[config.mk]
export PLATFORM = sky130hd
export DESIGN_NAME = simon_playback_timer_flat
export DESIGN_NICKNAME = d
export VERILOG_FILES = /design/src/rtl/simon_playback_timer_if.sv /design/src/rtl/simon_playback_timer.sv /design/src/flat_wrapper.sv
export SDC_FILE = /design/constraint.sdc
export NUM_CORES = 1
export LEC_CHECK = 0
export CORE_MARGIN = 5
export CORE_UTILIZATION = 25
export CTS_CLUSTER_SIZE = 40
export DETAILED_ROUTE_END_ITERATION = 7
export GPL_TIMING_DRIVEN = 0
export HOLD_SLACK_MARGIN = 0.03
export PLACE_DENSITY_LB_ADDON = 0.25
export SLEW_MARGIN = 10
export SYNTH_ARGS = -nofsm -noshare
export SYNTH_HDL_FRONTEND = slang
export SYNTH_SLANG_ARGS = --single-unit
export TNS_END_PERCENT = 100
[constraint.sdc]
create_clock -name i_clk -period 3 [get_ports i_clk]
set_input_delay 0.6 -clock i_clk [delete_from_list [all_inputs] [get_ports i_clk]]
set_output_delay 0.6 -clock i_clk [all_outputs]
set_load 0.005 [all_outputs]
[src/rtl/simon_playback_timer_if.sv]
// Handshake/bus bundle between the Simon controller and the playback timer.
// Ports: start/abort/last_addr (and pause when PLAYBACK_PAUSE_EN is defined) flow
// controller -> timer; rd_addr/led_en/busy/done flow timer -> controller/storage.
interface simon_playback_timer_if #(
  parameter int ADDR_W = 6
);
  logic              start;
  logic              abort;
  logic [ADDR_W-1:0] last_addr;
`ifdef PLAYBACK_PAUSE_EN
  logic              pause;
`endif
  logic [ADDR_W-1:0] rd_addr;
  logic              led_en;
  logic              busy;
  logic              done;

  modport master (
    output start, abort, last_addr,
`ifdef PLAYBACK_PAUSE_EN
    output pause,
`endif
    input  rd_addr, led_en, busy, done
  );

  modport slave (
    input  start, abort, last_addr,
`ifdef PLAYBACK_PAUSE_EN
    input  pause,
`endif
    output rd_addr, led_en, busy, done
  );
endinterface

[src/rtl/simon_playback_timer.sv]
// Paces Simon pattern playback: steps rd_addr 0..last_addr, each element shown for
// TICKS_ON cycles then blanked TICKS_OFF cycles, then a one-cycle done pulse.
// Ports: i_clk, i_rst (sync active-low), bus (slave modport of simon_playback_timer_if).
// All outputs registered; start is taken only in IDLE; abort returns to IDLE silently.
// Optional macro PLAYBACK_PAUSE_EN adds bus.pause, which freezes SHOW/GAP progress.
module simon_playback_timer #(
  parameter int TICKS_ON  = 4,
  parameter int TICKS_OFF = 2,
  parameter int CNT_W     = 8,
  parameter int ADDR_W    = 6
) (
  input  logic                       i_clk,
  input  logic                       i_rst,
  simon_playback_timer_if.slave      bus
);

  typedef enum logic [1:0] {
    S_IDLE   = 2'd0,
    S_SHOW   = 2'd1,
    S_GAP    = 2'd2,
    S_FINISH = 2'd3
  } state_t;

  localparam logic [CNT_W-1:0] ON_LAST  = CNT_W'(TICKS_ON - 1);
  localparam logic [CNT_W-1:0] OFF_LAST = CNT_W'(TICKS_OFF - 1);

  state_t            r_state;
  logic [CNT_W-1:0]  r_cnt;
  logic [ADDR_W-1:0] r_lim;
  logic [ADDR_W-1:0] r_rd_addr;
  logic              r_led_en;
  logic              r_busy;
  logic              r_done;
  logic              w_hold;

`ifdef PLAYBACK_PAUSE_EN
  assign w_hold = bus.pause;
`else
  assign w_hold = 1'b0;
`endif

  assign bus.rd_addr = r_rd_addr;
  assign bus.led_en  = r_led_en;
  assign bus.busy    = r_busy;
  assign bus.done    = r_done;

  // Outputs are set alongside each state transition so they describe the
  // state being entered, which keeps every output a plain flop.
  always_ff @(posedge i_clk) begin
    if (!i_rst) begin
      r_state   <= S_IDLE;
      r_cnt     <= '0;
      r_lim     <= '0;
      r_rd_addr <= '0;
      r_led_en  <= 1'b0;
      r_busy    <= 1'b0;
      r_done    <= 1'b0;
    end else if (r_state != S_IDLE && bus.abort) begin
      r_state   <= S_IDLE;
      r_cnt     <= '0;
      r_rd_addr <= '0;
      r_led_en  <= 1'b0;
      r_busy    <= 1'b0;
      r_done    <= 1'b0;
    end else begin
      case (r_state)
        S_IDLE: begin
          r_rd_addr <= '0;
          r_led_en  <= 1'b0;
          r_busy    <= 1'b0;
          r_done    <= 1'b0;
          if (bus.start && !bus.abort) begin
            r_lim    <= bus.last_addr;
            r_cnt    <= '0;
            r_state  <= S_SHOW;
            r_led_en <= 1'b1;
            r_busy   <= 1'b1;
          end
        end
        S_SHOW: begin
          if (!w_hold) begin
            if (r_cnt == ON_LAST) begin
              r_cnt    <= '0;
              r_state  <= S_GAP;
              r_led_en <= 1'b0;
            end else begin
              r_cnt <= r_cnt + CNT_W'(1);
            end
          end
        end
        S_GAP: begin
          if (!w_hold) begin
            if (r_cnt == OFF_LAST) begin
              r_cnt <= '0;
              // Address stops at lim, so lim = all-ones never wraps to 0.
              if (r_rd_addr == r_lim) begin
                r_state <= S_FINISH;
                r_done  <= 1'b1;
              end else begin
                r_rd_addr <= r_rd_addr + ADDR_W'(1);
                r_state   <= S_SHOW;
                r_led_en  <= 1'b1;
              end
            end else begin
              r_cnt <= r_cnt + CNT_W'(1);
            end
          end
        end
        default: begin  // S_FINISH: done was raised on entry, drop everything now
          r_state   <= S_IDLE;
          r_done    <= 1'b0;
          r_busy    <= 1'b0;
          r_rd_addr <= '0;
        end
      endcase
    end
  end

endmodule

[src/flat_wrapper.sv]
// flat-port wrapper written by rule: the top's interface ports become plain ports
module simon_playback_timer_flat 
#(
  parameter int TICKS_ON  = 4,
  parameter int TICKS_OFF = 2,
  parameter int CNT_W     = 8,
  parameter int ADDR_W    = 6
)
  (i_clk, i_rst, bus_start, bus_abort, bus_last_addr, bus_rd_addr, bus_led_en, bus_busy, bus_done);
  simon_playback_timer_if #(.ADDR_W(ADDR_W)) bus_i ();
  input  logic i_clk;
  input  logic i_rst;
  input wire logic [$bits(bus_i.start)-1:0] bus_start;
  input wire logic [$bits(bus_i.abort)-1:0] bus_abort;
  input wire logic [$bits(bus_i.last_addr)-1:0] bus_last_addr;
  output wire logic [$bits(bus_i.rd_addr)-1:0] bus_rd_addr;
  output wire logic [$bits(bus_i.led_en)-1:0] bus_led_en;
  output wire logic [$bits(bus_i.busy)-1:0] bus_busy;
  output wire logic [$bits(bus_i.done)-1:0] bus_done;
  assign bus_i.start = bus_start;
  assign bus_i.abort = bus_abort;
  assign bus_i.last_addr = bus_last_addr;
  assign bus_rd_addr = bus_i.rd_addr;
  assign bus_led_en = bus_i.led_en;
  assign bus_busy = bus_i.busy;
  assign bus_done = bus_i.done;
  simon_playback_timer #(.TICKS_ON(TICKS_ON), .TICKS_OFF(TICKS_OFF), .CNT_W(CNT_W), .ADDR_W(ADDR_W)) u_core (.i_clk(i_clk), .i_rst(i_rst), .bus(bus_i));
endmodule
==> flow_summary.yaml <==
cells_and_area:
  antennaDiodeCount: 0
  final_cell_mix: "25 x dfxtp_1, 18 x clkdlybuf4s50_1, 12 x nor2_1, 11 x nand2_1, 10 x a21oi_1"
  syn2layout_area_growth_pct: 23.32
  utilization_pct: 32.16
  final_cells: 240
  final_common_cell: "dfxtp_1"
  nets: 189
  drive_above_1_share_pct: 7.647
critical_path:
  critical_path.startpoint_type: "flop"
  end_kind: "flop"
  critPathKind: "reg2reg"
  path_delay_family: "compound AO/OA/AOI/OAI gates"
  path_cells: "ha_1, or3b_2, a22oi_1, a21boi_1, o21ai_0, nor2_1"
  cp_num_buf_inv: 0
  cp_slowest_stage_delay_ns: 0.47
  cp.required_ns: 3.15
  slowest_stage: "or3b_2"
  path_max_fanout: 7
  arrival_ns: 2.44
timing:
  clock.fmax_mhz: 436.0
  worstMarginPinSlew_ns: 0.6360
  finalSetupViolations: 0
  fin_crit_ns: 2.294
  rsz0062_at_grt: "no"
  relSlewSlack_pct: 57.15
  slew_violations: 0
  finalHoldViolations: 0
  fin_crit_sh_pct: 76.45
  clock_skew_ns: 0.008550
  finalSetupTns_ns: 0
synth:
  yosys.area.top_type: "dfxtp_1"
  postSynthCellCount: 148
  synth-seq-area-share_pct: 36.87
  synth_area_leaders: "dfxtp_1 37%, ha_1 7.4%, mux2i_1 5.2%, xor2_1 4.5%, a21oi_1 3.7%"
  yosysWarnings: 0
  synth_top_area_share_pct: 36.87
  synth_edf_count: 0
  async_reset_ff_share_pct: 0
  synth.distinct_cells: 38
  synth_area_mm2: 0.001358
  ys.flop_type: "dfxtp_1"
  ys_ff_latch: 25
  syn_nets: 166
  avgSynthCellArea_um2: 9.173
pwr:
  fin_total_pwr_uw: 957.2
  power_density_mw_per_mm2: 571.8
  p_leak_uw: 0.0006165
  ir_drop_mv: 0.2225
routing:
  drcViolationCount: 0
  drt_iter0_drc: 52
  wl_per_cell_um: 12.14
  dr.pass1.iters: 4
  drt-vias-per-instance: 4.596
  ant_nets: 0
  via_count: 1103
  totalWireLength_um: 2913
clocking:
  cts_tree: "yes"
  h-tree-depth: 1
  clock_path_buffers: 2
  path_clk_slew_ns: 0.10
  postCtsSetupRepairBufs: 0
  cts_root_buffer: "clkbuf_8"
  worstSkewPairLatency_ns: 0.27
  cts_inserted_buffers: 3
  cts_resized: 0
  holdBufCountCts: 0
  cts.sinks: 25
run:
  cap_violations: 0
place:
  gp_congestion: 0.7665
  placed_cells: 236
  dp_hpwl_um: 2217
  portBuffers: 18
floorplanning:
  die_h_um: 83.69
  pin_count: 19
  start_util_pct: 26.08
  die_x_um: 83.69
  dieArea_mm2: 0.007004
  rows: 26
  core-area_mm2: 0.005205
grt:
  antenna_found_initial: 0
  first_global_vias: 1053
  grt_pass1_wl_um: 5106
  grt_max_degree: 16
  grtUsageTotal_pct: 8.629
  overflow: 0
outcome:
  run_status: "finished clean"
hold_path:
  hold_class: "reg2reg"
worst register-to-register path: stages (launching register included):
cell and delay [ns]:
dfxtp_1 0.41, ha_1 0.23, or3b_2 0.47, a22oi_1 0.31
a21boi_1 0.24, o21ai_0 0.42, nor2_1 0.10
registers in the layout, summed over array words and instances, names as in the netlist:
name,cells
u_core.bus.rd_addr,6
u_core.r_lim,6
u_core.bus.busy,1
u_core.r_state,2
u_core.bus.led_en,1
u_core.r_cnt,8
u_core.bus.done,1
per-layer routing:
metal / part of all wire, % / up-vias / track usage, %
met4: 0.65 / 0 / 2.193
met1: 50 / 509 / 11.83
li1: - / 577 / -
met5: 0 / - / 0
met3: 4.5 / 2 / 2.863
met2: 45 / 15 / 12.94
cell families (layout without fill, tap and decap cells):
kind of cell	Yosys count	count (layout)	synth area share, %
xor gates and xnor gates	11	11	7.097
buffers and inverters	5	27	2.119
adders and majority gates	8	8	7.374
muxes	7	7	5.161
and+or+nand+nor	62	62	26.82
AOI/OAI and AO/OA	30	30	14.56
DFF	25	25	36.87
synthesized netlist by cell type (2+ instances only):
| library cell | count |
|---|---|
| dfxtp_1 | 25 |
| nor2_1 | 12 |
| nand2_1 | 11 |
| a21oi_1 | 10 |
| ha_1 | 8 |
| mux2i_1 | 7 |
| nor2b_1 | 7 |
| o21ai_0 | 7 |
| xor2_1 | 7 |
| nand3b_1 | 5 |
| and3_1 | 4 |
| inv_1 | 4 |
| xnor2_1 | 4 |
| nand4_1 | 3 |
| nand4b_1 | 3 |
| or3_1 | 3 |
| or3b_2 | 3 |
| a22oi_1 | 2 |
| a31oi_1 | 2 |
| nand2b_1 | 2 |
| nand3_1 | 2 |
area by class of cell:
type	instances	area, um^2
Fill cell	564	3531
Multi-Input combinational cell	118	828.3
Sequential cell	25	500.5
Timing Repair Buffer	18	180.2
Tap cell	70	87.58
Clock buffer	3	41.29
Inverter	4	15.01
Buffer	1	13.76
Clock inverter	1	7.507
report_power, final:
group	switching [uW]	internal, uW
registers	20.1	358
logic	221	152
clock network	112	94.1
total	353	604
stage by stage:
stage          area (um^2)  setup slack (ns)  hold WS [ns]
3_3_place_gp          1625            0.7099        0.4641
2_1_floorplan         1358            0.9425        0.4604
5_1_grt               1674            0.4491        0.5169
6_report              1674            0.7065        0.4825
3_5_place_dp          1625            0.7290        0.4669
4_1_cts               1674            0.6934        0.4907
final timing paths:
| check | from | endpoint | slack (ns) | cells past startpoint |
|---|---|---|---|---|
| hold / removal | u_core.bus.done | u_core.bus.done | 0.48 | 2 |
| setup / recovery | u_core.r_cnt[0] | u_core.r_cnt[7] | 0.71 | 6 |
| hold reg to reg | u_core.bus.done | u_core.bus.done | 0.48 | 2 |
| setup reg to reg | u_core.r_cnt[0] | u_core.r_cnt[7] | 0.71 | 6 |
(Power assumes the default switching activity.)
